--- src/rtl/clz_norm_arbiter.sv ---
// clz_norm_arbiter
// Shares one 128-bit count-leading-zeros / normalize datapath between NREQ
// requesters. A round-robin arbiter picks one requester per cycle. A
// two-stage pipeline returns the leading-zero count, the left-normalized
// operand and the ID of the requester that issued it.
//
// Ports:
//   clock, reset        system clock, synchronous active-high reset
//   io_in_valid[NREQ]   per-requester operand valid
//   io_in_ready[NREQ]   per-requester accept (one-hot or zero)
//   io_in_data          packed operands, requester i at [128*i +: 128]
//   io_out_valid/ready  result handshake
//   io_out_id           requester index of the result
//   io_out_clz          leading-zero count (all-zero operand reports 127)
//   io_out_zero         operand was all zeros
//   io_out_norm         operand shifted left by io_out_clz
module clz_norm_arbiter #(
  parameter int NREQ = 4,
  parameter int IDW  = 2
) (
  input  logic                 clock,
  input  logic                 reset,
  input  logic [NREQ-1:0]      io_in_valid,
  output logic [NREQ-1:0]      io_in_ready,
  input  logic [NREQ*128-1:0]  io_in_data,
  output logic                 io_out_valid,
  input  logic                 io_out_ready,
  output logic [IDW-1:0]       io_out_id,
  output logic [6:0]           io_out_clz,
  output logic                 io_out_zero,
  output logic [127:0]         io_out_norm
);

  localparam int DATA_W = 128;
  localparam int CLZ_W  = 7;

  // Binary-search CLZ in steps 64..1; returns {count, normalized operand}.
  // An all-zero operand falls through every step and reports 127 with a
  // zero mantissa, matching the existing CLZ128 convention.
  function automatic logic [CLZ_W+DATA_W-1:0] clz_norm(input logic [DATA_W-1:0] op);
    logic [DATA_W-1:0] x;
    logic [CLZ_W-1:0]  n;
    x = op;
    n = '0;
    for (int s = 6; s >= 0; s--) begin
      if ((x >> (DATA_W - (1 << s))) == '0) begin
        n = n | CLZ_W'(1 << s);
        x = x << (1 << s);
      end
    end
    return {n, x};
  endfunction

  logic [IDW-1:0]    ptr;
  logic [IDW-1:0]    gnt_idx;
  logic [IDW-1:0]    scan_idx;
  logic              any_grant;
  logic              adv1;
  logic              adv2;
  logic              in_accept;
  logic [DATA_W-1:0] op_sel;

  logic              vld_p1;
  logic [IDW-1:0]    id_p1;
  logic [DATA_W-1:0] data_p1;

  logic              vld_p2;
  logic [IDW-1:0]    id_p2;
  logic [CLZ_W-1:0]  clz_p2;
  logic              zero_p2;
  logic [DATA_W-1:0] norm_p2;

  assign adv2 = !vld_p2 || io_out_ready;
  assign adv1 = !vld_p1 || adv2;

  // Round-robin scan starting just after the last granted requester.
  always_comb begin
    any_grant = 1'b0;
    gnt_idx   = '0;
    scan_idx  = '0;
    for (int k = 1; k <= NREQ; k++) begin
      scan_idx = IDW'((int'(ptr) + k) % NREQ);
      if (!any_grant && io_in_valid[scan_idx]) begin
        any_grant = 1'b1;
        gnt_idx   = scan_idx;
      end
    end
  end

  assign in_accept = any_grant && adv1 && !reset;
  assign op_sel    = io_in_data[int'(gnt_idx)*DATA_W +: DATA_W];

  always_comb begin
    io_in_ready = '0;
    if (in_accept) io_in_ready[gnt_idx] = 1'b1;
  end

  // Control state: pointer and stage valids.
  always_ff @(posedge clock) begin
    if (reset) begin
      ptr    <= IDW'(NREQ - 1);
      vld_p1 <= 1'b0;
      vld_p2 <= 1'b0;
    end else begin
      if (adv1)      vld_p1 <= any_grant;
      if (adv2)      vld_p2 <= vld_p1;
      if (in_accept) ptr    <= gnt_idx;
    end
  end

  // Stage 1: capture granted operand and its ID
  always_ff @(posedge clock) begin
    if (adv1) begin
      id_p1   <= gnt_idx;
      data_p1 <= op_sel;
    end
  end

  // Stage 2: CLZ / normalize result, held while the consumer stalls
  always_ff @(posedge clock) begin
    if (reset) begin
      id_p2   <= '0;
      clz_p2  <= '0;
      zero_p2 <= 1'b0;
      norm_p2 <= '0;
    end else if (adv2 && vld_p1) begin
      {clz_p2, norm_p2} <= clz_norm(data_p1);
      zero_p2           <= (data_p1 == '0);
      id_p2             <= id_p1;
    end
  end

  assign io_out_valid = vld_p2;
  assign io_out_id    = id_p2;
  assign io_out_clz   = clz_p2;
  assign io_out_zero  = zero_p2;
  assign io_out_norm  = norm_p2;

endmodule

--- config.mk ---
export PLATFORM = sky130hd
export DESIGN_NAME = clz_norm_arbiter
export DESIGN_NICKNAME = d
export VERILOG_FILES = /design/src/rtl/clz_norm_arbiter.sv
export SDC_FILE = /design/constraint.sdc
export NUM_CORES = 1
export LEC_CHECK = 0
export CELL_PAD_IN_SITES_DETAIL_PLACEMENT = 1
export CELL_PAD_IN_SITES_GLOBAL_PLACEMENT = 2
export CORE_ASPECT_RATIO = 1.5
export CORE_MARGIN = 3
export CORE_UTILIZATION = 33
export DETAILED_ROUTE_END_ITERATION = 7
export DONT_BUFFER_PORTS = 1
export PLACE_DENSITY = 0.87
export SLEW_MARGIN = 30
export SYNTH_ARGS = -nofsm -noshare
export SYNTH_HDL_FRONTEND = slang
export SYNTH_SLANG_ARGS = --single-unit
--- constraint.sdc ---
create_clock -name clock -period 4.18 [get_ports clock]
set_clock_uncertainty 0.1 [all_clocks]
set_input_delay 0 -clock clock [delete_from_list [all_inputs] [get_ports clock]]
set_output_delay 0 -clock clock [all_outputs]
set_load 0.05 [all_outputs]
==> results.yml <==
run:
  max_cap_violations: 0
timing:
  fin_crit_sh_pct: 120
  relSlewSlack_pct: 31.0
  worstMarginPinSlew_ns: 1.03
  fmax_mhz: 199
  worst_slack_ns: -0.850
  setup_violations: 129
  grt_setup_unrepaired: "yes"
  slew_viol_final: 0
  period_needed_ns: 5.03
  hold_violations: 0
yosys:
  netlist_area_um2: 23300
  synth_flop_cell: "dfxtp_1"
  yosys_register_bits: 272
  synth-edff-count: 130
  syn_inst: 3168
  yosysWarnings: 0
  synth_nets: 3687
  async_reset_ff_share_pct: 0
  ys_seq_area_share_pct: 28.9
  synthDistinctLibCells: 86
  synth_area_per_cell_um2: 7.37
worst_setup_path:
  crit_slowest_cell: "a221oi_1"
  cp.required_ns: 4.54
  startpoint_type: "register"
  crit_fanout: 11
  crit_arrival_ns: 5.39
  crit_top_cell: "buf_4"
  end_kind: "register"
  critPathMaxStageDelay_ns: 0.75
  path_cells: "nor4_4 > buf_4 > nand4_4 > or3_4 > o21a_4 > buf_4 > a21o_1 > a221oi_1 > buf_4 > nor2_1 > a2111oi_1 > buf_4 > o221ai_1 > nor2_1 > o32ai_2"
  worstSetupPathType: "register to register"
global_routing:
  antenna_found_initial: 25
  grt_max_degree: 132
  groute.usage.overall_pct: 41.4
  grt_pass1_wl_um: 229000
  grt_pass1_vias: 32800
  grt-ovfl-total: 0
clocking:
  htreeDepth: 1
  cts.sinks: 272
  cts_tree: "built"
  path_clk_slew_ns: 0.07
  numCtsBuffers: 27
  ctsRootBufferMaster: "clkbuf_16"
  cts_buffer_depth: 3
  clock_latency_ns: 0.64
placed_design:
  gp_congestion: 1.11
  dp_hpwl_um: 123000
  placedInstanceArea_um2: 29500
  numPortBuffers: 0
  post-place-cells: 4493
drt:
  drc: 0
  vias: 33000
  drt.antenna.violating_nets: 0
  via_per_inst: 6.54
  wirelength_um: 177000
  first_pass_iters: 8
  drt-wirelength-per-cell_um: 35.0
  first_iter_violations: 3249
power:
  internal_power_mw: 10.7
  power.leakage_nw: 15.7
  p_seq_share_pct: 24.5
  power_switching_mw: 9.98
  peakVddDrop_mv: 0.506
  power.total_mw: 20.7
  p_comb_share_pct: 62.3
  switching_share_pct: 48.3
  power.share.clock_pct: 13.2
  power_density_nw_per_um2: 542
die:
  pin_count: 662
  die_h_um: 332
  rows: 118
  fp.dieArea_um2: 74000
  coreArea_um2: 69500
  initial_core_util_pct: 33.6
  die_w_um: 223
cells_and_area:
  final-instance-count-excl-fill: 5042
  final_common_cell: "buf_4"
  drive_gt1_share_pct: 34.5
  fin_area_um2: 38100
  nets: 4625
  area_growth_pct: 63.4
  final_cell_mix: "760 x buf_4, 756 x nand2_1, 300 x dlygate4sd3_1, 191 x a31oi_1, 169 x and3_1"
run_status:
  violations: "negative setup slack"
  status: "finished with violations"
min_path:
  holdCritPathClass: "input port to register"
==> worst max-delay path, delay by kind of cell (launching register included) <==
family	cells	cell delay, ns
and+or+nand+nor	5	1.25
DFF	1	0.44
buffers and inverters	4	0.83
AOI/OAI and AO/OA	6	2.24
==> stage by stage <==
| stage | setup TNS (ns) | worst slack (ns) | utilization (%) | hold WS, ns |
|---|---|---|---|---|
| 3_5_place_dp | -116.73 | -1.09 | 42.4 | -0.0255 |
| 6_report | -69.53 | -0.850 | 54.8 | 0.0164 |
| 2_1_floorplan | -0.0416 | -0.0416 | - | 0.0866 |
| 4_1_cts | -47.91 | -0.493 | 51.4 | 0.0157 |
| 3_3_place_gp | -96.52 | -0.929 | 42.4 | -0.0260 |
| 5_1_grt | -79.47 | -0.900 | 54.8 | 0.0541 |
==> synthesized netlist by cell type, drive strengths merged, types with 8 or more instances <==
| cell type | number | area (um^2) |
|---|---|---|
| a221oi | 33 | 295 |
| a21oi | 186 | 946 |
| nor2 | 154 | 581 |
| o31a | 10 | 87.6 |
| inv | 16 | 60.1 |
| o32ai | 18 | 158 |
| nand4 | 8 | 56.3 |
| edfxtp | 130 | 3900 |
| o22ai | 17 | 106 |
| o2bb2ai | 15 | 131 |
| o31ai | 24 | 223 |
| a211oi | 44 | 330 |
| or4 | 12 | 93.8 |
| a21o | 12 | 90.1 |
| nor3 | 62 | 310 |
| nand2 | 786 | 2950 |
| a31oi | 201 | 1270 |
| o221ai | 32 | 280 |
| o21ai | 168 | 863 |
| dfxtp | 142 | 2840 |
| nand3 | 74 | 370 |
| o21a | 10 | 75.1 |
| a221o | 29 | 290 |
| o221a | 11 | 124 |
| a311oi | 10 | 93.8 |
| or2 | 18 | 115 |
| mux2 | 56 | 634 |
| a222oi | 8 | 80.1 |
| and2 | 15 | 93.8 |
| o211ai | 40 | 305 |
| and3 | 169 | 1060 |
| a211o | 13 | 114 |
| buf | 115 | 593 |
| clkbuf | 212 | 796 |
| o211a | 13 | 130 |
| nor4 | 38 | 287 |
| mux2i | 197 | 1970 |
==> final timing paths <==
path | start | end | slack (ns) | cells after the start
worst max-delay path | data_p1[77] | io_out_norm[121] | -0.85 | 15
worst min register to register | id_p1[1] | io_out_id[1] | 0.41 | 2
worst max register to register | data_p1[77] | io_out_norm[121] | -0.85 | 15
worst min-delay path | io_in_valid[1] | ptr[0] | 0.02 | 3
==> power by group through the flow <==
stage	sequential (mW)	combinational [mW]	clock, mW
finish	5.06	12.9	2.72
global route	5.10	13.2	2.84
CTS	5.04	10.6	2.74
detailed placement	5.08	9.02	0
global placement	5.04	8.91	0
floorplan	4.79	4.31	0
==> flip-flops by register name (all words and copies together), names as in the netlist <==
| signal | flops |
|---|---|
| ptr | 2 |
| io_out_norm | 128 |
| vld_p1 | 1 |
| io_out_zero | 1 |
| io_out_clz | 7 |
| io_out_valid | 1 |
| data_p1 | 128 |
| io_out_id | 2 |
| id_p1 | 2 |
==> logic make-up after synthesis <==
| kind of cell | after synthesis | synth area share [%] |
|---|---|---|
| compound gates | 937 | 27.4 |
| buf+inv | 344 | 6.23 |
| flops | 272 | 28.9 |
| mux | 255 | 11.4 |
| simple gates | 1360 | 26.1 |
==> final cells by class <==
cell class	instances	area (um^2)
multi-input combinational	2553	17500
fill	8012	31400
tap	900	1130
clock buffer	32	746
clock inverter	18	206
inverter	17	73.8
antenna	15	37.5
sequential	272	6750
timing repair buffer	1235	11700
==> timing repair <==
| item | CTS | global route |
|---|---|---|
| setup buffers | 86 | 80 |
| cloned | 12 | 16 |
| hold buffers | 303 | 0 |
| resized for setup | 285 | 316 |
| pin swaps | 63 | 143 |
| endpoints found under the setup margin | 130 | 205 |
| endpoints found under the hold margin | 188 | 0 |
==> routing by layer <==
layer / vias to the layer above / track usage, % / share of wire (%)
li1: 13700 / - / -
met1: 16000 / 44.5 / 33
met2: 2390 / 70.1 / 46
met3: 896 / 8.26 / 8.5
met4: 4 / 33.4 / 12
met5: - / 0 / 0.012
(Power assumes the default switching activity.)
